### src/rtl/uart_tx_mmio.sv
// Memory-mapped UART transmitter: CPU words go through a FIFO, are split into
// 1..4 bytes and serialised as 8-bit frames with optional parity and 1/2 stop bits.
module uart_tx_mmio #(
  parameter logic [31:0] ADDR_BASE       = 32'h0000_7000,
  parameter int          FIFO_DEPTH      = 16,
  parameter logic [15:0] DIV_RESET       = 16'd867,
  parameter logic        MSB_FIRST_RESET = 1'b1
) (
  input  logic        clk,
  input  logic        reset_n,
  input  logic        we,
  input  logic [31:0] address,
  input  logic [31:0] dataIn,
  output logic [31:0] readData,
  output logic        serial,
  output logic        irq
);

  localparam int AW = $clog2(FIFO_DEPTH);
  localparam int LW = AW + 1;

  typedef enum logic [2:0] {
    S_IDLE   = 3'd0,
    S_LOAD   = 3'd1,
    S_START  = 3'd2,
    S_DATA   = 3'd3,
    S_PARITY = 3'd4,
    S_STOP   = 3'd5
  } state_t;

  function automatic logic parity_f(input logic [7:0] data, input logic odd);
    return (^data) ^ odd;
  endfunction

  state_t        state_r, state_next_s;
  logic [31:0]   fifo_mem_r [FIFO_DEPTH];
  logic [AW-1:0] wr_ptr_r, rd_ptr_r;
  logic [LW-1:0] level_r;
  logic          overflow_r;
  logic [15:0]   divisor_r, div_lat_r, cnt_r;
  logic [1:0]    bpw_r, snap_bpw_r, byte_idx_r;
  logic          par_en_r, par_odd_r, stop2_r, msb_r, irq_en_r;
  logic          snap_par_en_r, snap_par_odd_r, snap_stop2_r, snap_msb_r;
  logic [31:0]   hold_r;
  logic [2:0]    bit_idx_r, bit_idx_next_s;
  logic          stop_idx_r, abandon_r, serial_r, irq_r, serial_next_s;

  logic sel_tx_s, sel_st_s, sel_div_s, sel_ctrl_s;
  logic push_req_s, push_ok_s, pop_s, clear_s, full_s, empty_s;
  logic bit_done_s, last_byte_s, stop_last_s;
  logic [1:0]  byte_sel_s;
  logic [31:0] shifted_s;
  logic [7:0]  cur_byte_s;
  logic [8:0]  level9_s;

  assign sel_tx_s   = (address == ADDR_BASE);
  assign sel_st_s   = (address == ADDR_BASE + 32'd4);
  assign sel_div_s  = (address == ADDR_BASE + 32'd8);
  assign sel_ctrl_s = (address == ADDR_BASE + 32'd12);

  assign full_s     = (level_r == LW'(FIFO_DEPTH));
  assign empty_s    = (level_r == {LW{1'b0}});
  assign push_req_s = we && sel_tx_s;
  assign clear_s    = we && sel_ctrl_s && dataIn[31];
  assign push_ok_s  = push_req_s && !full_s && !clear_s;
  assign pop_s      = (state_r == S_LOAD) && !empty_s;

  assign bit_done_s  = (cnt_r == 16'd0);
  assign last_byte_s = (byte_idx_r == snap_bpw_r);
  assign stop_last_s = (stop_idx_r == snap_stop2_r);
  assign byte_sel_s  = snap_msb_r ? (snap_bpw_r - byte_idx_r) : byte_idx_r;
  assign shifted_s   = hold_r >> {byte_sel_s, 3'b000};
  assign cur_byte_s  = shifted_s[7:0];
  assign level9_s    = 9'(level_r);

  assign serial = serial_r;
  assign irq    = irq_r;

  // Word storage; written only on accepted pushes
  always_ff @(posedge clk) begin
    if (push_ok_s) fifo_mem_r[wr_ptr_r] <= dataIn;
  end

  // FIFO pointers and fill level
  always_ff @(posedge clk or negedge reset_n) begin
    if (!reset_n) begin
      wr_ptr_r <= {AW{1'b0}};
      rd_ptr_r <= {AW{1'b0}};
      level_r  <= {LW{1'b0}};
    end else if (clear_s) begin
      wr_ptr_r <= {AW{1'b0}};
      rd_ptr_r <= {AW{1'b0}};
      level_r  <= {LW{1'b0}};
    end else begin
      if (push_ok_s) wr_ptr_r <= wr_ptr_r + AW'(1);
      if (pop_s)     rd_ptr_r <= rd_ptr_r + AW'(1);
      case ({push_ok_s, pop_s})
        2'b10:   level_r <= level_r + LW'(1);
        2'b01:   level_r <= level_r - LW'(1);
        default: level_r <= level_r;
      endcase
    end
  end

  // Software-visible configuration and sticky overflow
  always_ff @(posedge clk or negedge reset_n) begin
    if (!reset_n) begin
      divisor_r  <= DIV_RESET;
      bpw_r      <= 2'd3;
      par_en_r   <= 1'b0;
      par_odd_r  <= 1'b0;
      stop2_r    <= 1'b0;
      msb_r      <= MSB_FIRST_RESET;
      irq_en_r   <= 1'b0;
      overflow_r <= 1'b0;
    end else begin
      if (we && sel_div_s) divisor_r <= dataIn[15:0];
      if (we && sel_ctrl_s) begin
        bpw_r     <= dataIn[1:0];
        par_en_r  <= dataIn[2];
        par_odd_r <= dataIn[3];
        stop2_r   <= dataIn[4];
        msb_r     <= dataIn[5];
        irq_en_r  <= dataIn[6];
      end
      if (push_req_s && full_s)                overflow_r <= 1'b1;
      else if (we && sel_st_s && dataIn[3])    overflow_r <= 1'b0;
    end
  end

  // Next state plus the line level that state will drive
  always_comb begin
    state_next_s   = state_r;
    bit_idx_next_s = bit_idx_r;
    serial_next_s  = 1'b1;
    case (state_r)
      S_IDLE: begin
        if (!empty_s && !clear_s) state_next_s = S_LOAD;
        else                      state_next_s = S_IDLE;
      end
      S_LOAD: begin
        if (!empty_s) state_next_s = S_START;
        else          state_next_s = S_IDLE;
      end
      S_START: begin
        bit_idx_next_s = 3'd0;
        if (bit_done_s) state_next_s = S_DATA;
        else            state_next_s = S_START;
      end
      S_DATA: begin
        if (bit_done_s) begin
          bit_idx_next_s = bit_idx_r + 3'd1;
          if (bit_idx_r == 3'd7) state_next_s = snap_par_en_r ? S_PARITY : S_STOP;
          else                   state_next_s = S_DATA;
        end else begin
          state_next_s = S_DATA;
        end
      end
      S_PARITY: begin
        if (bit_done_s) state_next_s = S_STOP;
        else            state_next_s = S_PARITY;
      end
      S_STOP: begin
        if (bit_done_s && stop_last_s) begin
          if (!last_byte_s && !abandon_r && !clear_s) state_next_s = S_START;
          else if (!empty_s && !clear_s)              state_next_s = S_LOAD;
          else                                        state_next_s = S_IDLE;
        end else begin
          state_next_s = S_STOP;
        end
      end
      default: state_next_s = S_IDLE;
    endcase
    case (state_next_s)
      S_START:  serial_next_s = 1'b0;
      S_DATA:   serial_next_s = cur_byte_s[bit_idx_next_s];
      S_PARITY: serial_next_s = parity_f(cur_byte_s, snap_par_odd_r);
      default:  serial_next_s = 1'b1;
    endcase
  end

  // Transmit engine registers, bit timer and registered line/irq outputs
  always_ff @(posedge clk or negedge reset_n) begin
    if (!reset_n) begin
      state_r        <= S_IDLE;
      serial_r       <= 1'b1;
      irq_r          <= 1'b0;
      bit_idx_r      <= 3'd0;
      cnt_r          <= 16'd0;
      div_lat_r      <= 16'd0;
      stop_idx_r     <= 1'b0;
      byte_idx_r     <= 2'd0;
      hold_r         <= 32'd0;
      abandon_r      <= 1'b0;
      snap_bpw_r     <= 2'd0;
      snap_par_en_r  <= 1'b0;
      snap_par_odd_r <= 1'b0;
      snap_stop2_r   <= 1'b0;
      snap_msb_r     <= 1'b0;
    end else begin
      state_r   <= state_next_s;
      serial_r  <= serial_next_s;
      bit_idx_r <= bit_idx_next_s;
      irq_r     <= irq_en_r && empty_s && (state_r == S_IDLE);
      // The divisor is sampled once per frame so mid-frame writes wait a frame
      if (state_next_s == S_START && state_r != S_START) begin
        cnt_r     <= divisor_r;
        div_lat_r <= divisor_r;
      end else if (bit_done_s) begin
        cnt_r <= div_lat_r;
      end else begin
        cnt_r <= cnt_r - 16'd1;
      end
      if (state_r != S_STOP) stop_idx_r <= 1'b0;
      else if (bit_done_s)   stop_idx_r <= stop_idx_r + 1'b1;
      if (state_r == S_LOAD)                                byte_idx_r <= 2'd0;
      else if (state_r == S_STOP && state_next_s == S_START) byte_idx_r <= byte_idx_r + 2'd1;
      if (pop_s) begin
        hold_r         <= fifo_mem_r[rd_ptr_r];
        snap_bpw_r     <= bpw_r;
        snap_par_en_r  <= par_en_r;
        snap_par_odd_r <= par_odd_r;
        snap_stop2_r   <= stop2_r;
        snap_msb_r     <= msb_r;
      end
      if (clear_s)                abandon_r <= 1'b1;
      else if (state_r == S_LOAD) abandon_r <= 1'b0;
    end
  end

  // Register readback; TXDATA and addresses outside the window read zero
  always_comb begin
    readData = 32'd0;
    if (sel_st_s) begin
      readData = {16'd0, level9_s[7:0], 4'd0, overflow_r, (state_r != S_IDLE), full_s, empty_s};
    end else if (sel_div_s) begin
      readData = {16'd0, divisor_r};
    end else if (sel_ctrl_s) begin
      readData = {25'd0, irq_en_r, msb_r, stop2_r, par_odd_r, par_en_r, bpw_r};
    end else begin
      readData = 32'd0;
    end
  end

endmodule

### config.mk
export PLATFORM = sky130hd
export DESIGN_NAME = uart_tx_mmio
export DESIGN_NICKNAME = d
export VERILOG_FILES = /design/src/rtl/uart_tx_mmio.sv
export SDC_FILE = /design/constraint.sdc
export NUM_CORES = 1
export LEC_CHECK = 0
export CELL_PAD_IN_SITES_DETAIL_PLACEMENT = 1
export CELL_PAD_IN_SITES_GLOBAL_PLACEMENT = 1
export CORE_ASPECT_RATIO = 0.6
export CORE_MARGIN = 3
export CORE_UTILIZATION = 57
export DETAILED_ROUTE_END_ITERATION = 12
export PLACE_DENSITY_LB_ADDON = 0.1
export SYNTH_ARGS = -nofsm -noshare
export SYNTH_HDL_FRONTEND = slang
export SYNTH_SLANG_ARGS = --single-unit
### constraint.sdc
create_clock -name clk -period 5.55 [get_ports clk]
set_input_delay 1.665 -clock clk [delete_from_list [all_inputs] [get_ports clk]]
set_output_delay 1.665 -clock clk [all_outputs]
set_load 0.01 [all_outputs]
==> flow_summary.yaml, run 1 <==
finish:
  multiInputGateArea_sq_mm: 0.00708
  fill_cells: 3661
  seq_area_sq_mm: 0.0184
  drive_above_1_share_pct: 23.0
  final_area_sq_mm: 0.0295
  synthToLayoutAreaGrowth_pct: 14.7
  antenna-diode-count: 0
  num-nets-final: 1650
place:
  portBuffers: 84
  detailed_place_hpwl_mm: 40.9
  placed_area_sq_mm: 0.0277
  place_congestion: 0.833
setup_path:
  r2r-start: "cnt_r[0]"
  critPathCapture: "readData[1]"
  crit_slowest_cell: "clkdlybuf4s50_1"
  crit_chain: "clkdlybuf4s50_1 -> nor4_2 -> nand4_1 -> buf_4 -> nor3_2 -> buf_6 -> a22o_1 -> nand2_1 -> o31ai_1 -> dlygate4sd2_1"
  crit_buf_inv: 4
  cp.depth: 10
  end_kind: "primary output"
  r2r-end: "cnt_r[12]"
  crit_fanout: 12
  crit_family: "buffers and inverters"
  reg2reg_slack_ps: 1550
  crit_type: "in -> out"
  reg2regPathDepth: 9
  cpPeakStageDelay_ps: 420
  cp-start-kind: "primary input"
  crit_required_ps: 3880
  startpoint: "address[22]"
  critPathArrivalTime_ps: 3830
power_and_ir_drop:
  cellPowerDensity_mw_per_mm2: 420
  vdd_drop_max_uv: 503
  seq_power_share_pct: 45.4
  p_leak_nw: 10.6
  p_int_mw: 8.71
  switching_power_mw: 3.69
  combPwrFrac_pct: 23.3
  netSwitchingFraction_pct: 29.8
  power_mw: 12.4
  clkPwrFrac_pct: 31.4
detailed_routing:
  drtIter0Drc: 1776
  vias_per_cell: 6.43
  wl_per_cell_um: 30.8
  ant_nets: 0
  dr.pass1.iters: 5
  routed_wl_mm: 67.5
  drc: 0
  via_count: 14100
global_routing:
  grt.total_usage_pct: 28.9
  overflow: 0
  first_global_vias: 14900
  grt_pass1_wl_mm: 100
  grt_max_degree: 112
  antenna_found_initial: 0
clocking:
  clock-root-buffer: "clkbuf_16"
  cts_made_buffers: 55
  cts_num_sinks: 631
  holdBufCountCts: 0
  cts_tree: "built"
  clk_latency_ps: 600
  cts.path.max_buffers: 3
  htreeDepth: 2
  path_clk_slew_ps: 60
logic_synthesis:
  yosys_warnings: 0
  yosysSeqAreaShare_pct: 71.4
  synth_area_sq_mm: 0.0257
  ys.flop_type: "edfxtp_1"
  synth-seq-cells: 631
  synth_edf_count: 512
  syn_avg_cell_area_sq_um: 17.8
  synth_cell_type_count: 59
  netlist_instances: 1446
  async_flop_share_pct: 18.9
sta:
  fin_skew_ps: 12.8
  fin_crit_ps: 5490
  relSlewSlack_pct: 21.4
  finalHoldViolCount: 0
  fmax_mhz: 182
  worst_pin_slew_ps: 1180
  finalCritPeriodShare_pct: 99.0
  setup_viol: 0
  slew_violations: 0
  holdWs_ps: 480
worst_hold_path:
  hold_path_class: "reg -> reg"
  min_path_cells: 2
die:
  num_rows: 59
  core_area_sq_mm: 0.0439
  start_util_pct: 58.6
  ioPinCount: 101
  die_y_um: 171
  dieArea_sq_mm: 0.0478
  chipWidth_um: 280
flow_run:
  drv_cap: 0
outcome:
  status: "completed"
[cell families after synthesis]
logic type / after synthesis / synth area share, %
AND/OR/NAND/NOR: 354 / 6.49
other: 1 / 0.0146
flip-flops: 631 / 71.4
multiplexers: 191 / 15.3
adder cells (fa/ha/maj): 13 / 0.661
AO/OA/AOI/OAI: 108 / 2.73
XOR/XNOR: 52 / 1.77
buffers and inverters: 96 / 1.66
[repair_timing]
item,CTS,global route
buffers inserted,0,2
gates resized for setup,15,12
setup endpoints to repair,16,8
pin swaps,4,3
[power groups by stage]
stage          clock network, mW  logic, mW  registers, mW
5_1_grt                     4.14       3.14           5.64
2_1_floorplan                  0       2.05           5.54
4_1_cts                     3.94       2.88           5.62
3_3_place_gp                   0       2.68           5.70
3_5_place_dp                   0       2.84           5.71
6_report                    3.89       2.89           5.63
[worst min-delay path: cells and delay by family (launching register included)]
family	cells	cell delay (ps)
DFF	1	340
and+or+nand+nor	2	110
[cell type report]
cell class              count  area share, %
multi-input cells         734           24.0
clock inverters            34           1.20
inverters                  11          0.140
flip-flops and latches    631           62.3
clock buffers              67           4.92
well taps                 579           2.45
repair buffers            137           5.05
[stage by stage]
step	setup WS (ps)	setup TNS (ps)	instances	util, %
2_1_floorplan	856	0	1461	-
3_3_place_gp	-169	-1090	2090	63.0
3_5_place_dp	-189	-1580	2090	63.0
4_1_cts	-33.3	-33.3	2191	67.1
5_1_grt	-62.7	-348	2193	67.2
6_report	56.0	0	2193	67.2
[registers in the layout, summed over array words and instances, names as in the netlist, 2 cells and up]
| signal | cells |
|---|---|
| level_r | 5 |
| state_r | 3 |
| byte_idx_r | 2 |
| divisor_r | 16 |
| hold_r | 32 |
| cnt_r | 16 |
| fifo_mem_r | 512 |
| rd_ptr_r | 4 |
| wr_ptr_r | 4 |
| div_lat_r | 16 |
| bit_idx_r | 3 |
| snap_bpw_r | 2 |
| bpw_r | 2 |
[cell usage in the layout (no fill, tap or decap), drive strengths merged, types with 18 or more instances in the layout]
cell / count
buf: 54
clkbuf: 67
clkdlybuf4s50: 67
clkinv: 23
dfrtp: 109
edfxtp: 512
mux2: 24
mux4: 160
nand2: 203
nand3: 22
nor2: 31
o21ai: 54
xnor2: 34
xor2: 18
[worst min-delay path by stage]
stage | from | endpoint | slack [ps]
6_report | div_lat_r[13] | div_lat_r[13] | 480
2_1_floorplan | hold_r[19] | hold_r[19] | 440
3_3_place_gp | div_lat_r[15] | div_lat_r[15] | 450
5_1_grt | div_lat_r[13] | div_lat_r[13] | 500
3_5_place_dp | div_lat_r[7] | div_lat_r[7] | 470
4_1_cts | div_lat_r[2] | div_lat_r[2] | 480
[Yosys cell counts, types with 6 or more instances]
cell type  count  area share, %
dfstp_2       10            1.0
nand3_1       20           0.39
dfrtp_1      109             11
nor2b_1       14           0.34
mux4_2       160             14
xnor2_1       34            1.2
buf_1         19           0.28
edfxtp_1     512             60
o21ai_0       48           0.93
ha_1          12           0.58
a21oi_1        7           0.14
inv_1         11           0.16
nand4_1        6           0.15
nand2_1      203            3.0
xor2_1        18           0.61
mux2i_1        7           0.27
clkbuf_1      49           0.71
and3_1        14           0.34
nor4_1        10           0.24
o21ai_1        6           0.12
and2_1        10           0.24
nand2b_1      11           0.27
buf_4         16           0.47
nor2_1        31           0.45
mux2_2        24            1.1
nor3_1         7           0.14
a22o_1         9           0.31
[layer usage]
layer  track usage [%]  vias up  share of wire, %
met4              7.01        0               2.2
met1              43.6     7552                43
met5                 0        -                 0
met3              5.91      107               7.5
met2              44.5      561                47
li1                  -     5875                 -
Power figures use the tool's default switching activity.
==> run 2, diff against run 1 <==
ABC_CLOCK_PERIOD_IN_PS = 5550   (was default)
CTS_CLUSTER_DIAMETER = 40   (was default)
==> run 2 against run 1 <==
  * Global-route usage up 0.11 points
  * Non-clock buffer count unchanged
  * Setup slack worse by 24 ps
  * Critical path type unchanged
==> flow_summary.yaml, run 2 (synthesized netlist as in run 1, its figures left out) <==
setup_path:
  cp-start-kind: "primary input"
  crit_type: "in -> out"
  cpPeakStageDelay_ps: 510
  crit_slowest_cell: "or3_4"
  end_kind: "primary output"
  crit_required_ps: 3880
  crit_chain: "clkdlybuf4s50_1 -> nor4_2 -> nand4_1 -> or3_4 -> nor2_1 -> buf_4 -> a22o_1 -> clkdlybuf4s15_1"
  critPathArrivalTime_ps: 3850
  crit_fanout: 6
global_routing:
  first_global_vias: 15000
  use_met2_pct: 45.9
  grt_busiest_layer: "met2"
  grt_util_met1_pct: 43.2
  antenna_found_initial: 0
  grt.total_usage_pct: 29.1
  grt_max_degree: 112
  overflow: 0
  grt_pass1_wl_mm: 101
  met3_usage_pct: 6.01
die:
  die_y_um: 171
  dieArea_sq_mm: 0.0478
  chipWidth_um: 280
  ioPinCount: 101
  core_area_sq_mm: 0.0439
  num_rows: 59
  start_util_pct: 58.6
place:
  placed_area_sq_mm: 0.0277
  detailed_place_hpwl_mm: 40.9
  dp_cells: 2090
  place_ws_ps: -189
  place_congestion: 0.833
  portBuffers: 84
sta:
  fin_skew_ps: 9.40
  fin_crit_ps: 5520
  holdWs_ps: 480
  slew_violations: 0
  setup_viol: 0
  tns_ps: 0
  fmax_mhz: 181
  timing.final.ws_setup_ps: 32.1
  finalCritPeriodShare_pct: 99.4
  worst_pin_slew_ps: 1160
  relSlewSlack_pct: 22.2
  finalHoldViolCount: 0
outcome:
  status: "completed"
finish:
  synthToLayoutAreaGrowth_pct: 14.9
  drive_above_1_share_pct: 23.0
  reg_top3: "fifo_mem_r (512), hold_r (32)"
  stdcell_count: 2198
  num-nets-final: 1652
  largest_register_ffs: 512
  final_area_sq_mm: 0.0296
  final_common_cell: "edfxtp_1"
  final_cell_mix: "edfxtp_1 (512), nand2_1 (203), mux4_2 (160)"
  top_register: "fifo_mem_r"
  antenna-diode-count: 0
detailed_routing:
  drtIter0Drc: 1659
  routed_wl_mm: 67.8
  vias_per_cell: 6.47
  drc: 0
  via_count: 14200
  dr.pass1.iters: 5
  wl_per_cell_um: 30.8
  ant_nets: 0
clocking:
  cts.path.max_buffers: 3
  path_clk_slew_ps: 60
  cts_tree: "built"
  clk_latency_ps: 600
  cts_made_buffers: 57
  cts_num_sinks: 631
  htreeDepth: 2
  clock-root-buffer: "clkbuf_16"
flow_run:
  drv_cap: 0
power_and_ir_drop:
  vdd_drop_max_uv: 486
  cellPowerDensity_mw_per_mm2: 422
  p_leak_nw: 10.6
worst_hold_path:
  hold_path_class: "reg -> reg"
run 2: cell count changes in the layout (fill, tap and decap cells not counted), sizes merged:
cell,change
clkinv,+5
bufinv,-1
inv,+1
clkbuf,-1
clkinvlp,+1
run 2: critical path, delay by kind of cell:
| kind | cells | cell delay, ps |
|---|---|---|
| simple gates | 4 | 1200 |
| buf+inv | 3 | 840 |
| compound gates | 1 | 140 |
run 2: layout make-up:
type	instances	area [sq um]
clock buffers	66	1490
clock inverters	40	367
fillers	3666	14400
inverters	11	41.3
multi-input cells	734	7080
flip-flops and latches	631	18400
well taps	579	724
repair buffers	137	1490
run 2: timing repair:
item	in CTS	in global routing
cloned	0	0
endpoints found under the hold margin	0	0
pin swaps	4	3
gates resized for setup	15	12
endpoints found under the setup margin	16	9
setup buffers	0	2
hold buffers	0	0
run 2: final timing paths:
| kind | endpoint | cells past startpoint | slack [ps] | from |
|---|---|---|---|---|
| max in group asynchronous | rd_ptr_r[0] | 2 | 3760 | reset_n |
| min in group asynchronous | stop_idx_r | 1 | 890 | reset_n |
| hold reg to reg | div_lat_r[13] | 2 | 480 | div_lat_r[13] |
| hold / removal | div_lat_r[13] | 2 | 480 | div_lat_r[13] |
| setup reg to reg | cnt_r[12] | 9 | 1620 | cnt_r[0] |
| setup / recovery | readData[12] | 8 | 30 | address[22] |
run 2: per-layer routing:
layer  wire (um)  part of all wire, %
met3        5750                  8.5
met2       32100                   47
met5           0                    0
met1       28800                   42
met4        1110                  1.6
run 2: where the power goes:
part	leakage, nW	switching (mW)	internal, mW
logic	3.62	1.69	1.20
clock network	0.897	1.74	2.21
registers	6.09	0.308	5.32
total	10.6	3.73	8.73
run 2: stage by stage:
step	util (%)	total power, mW
floorplan	-	7.59
global placement	63.0	8.38
detailed placement	63.0	8.54
CTS	67.2	12.5
global route	67.3	13.0
finish	67.3	12.5
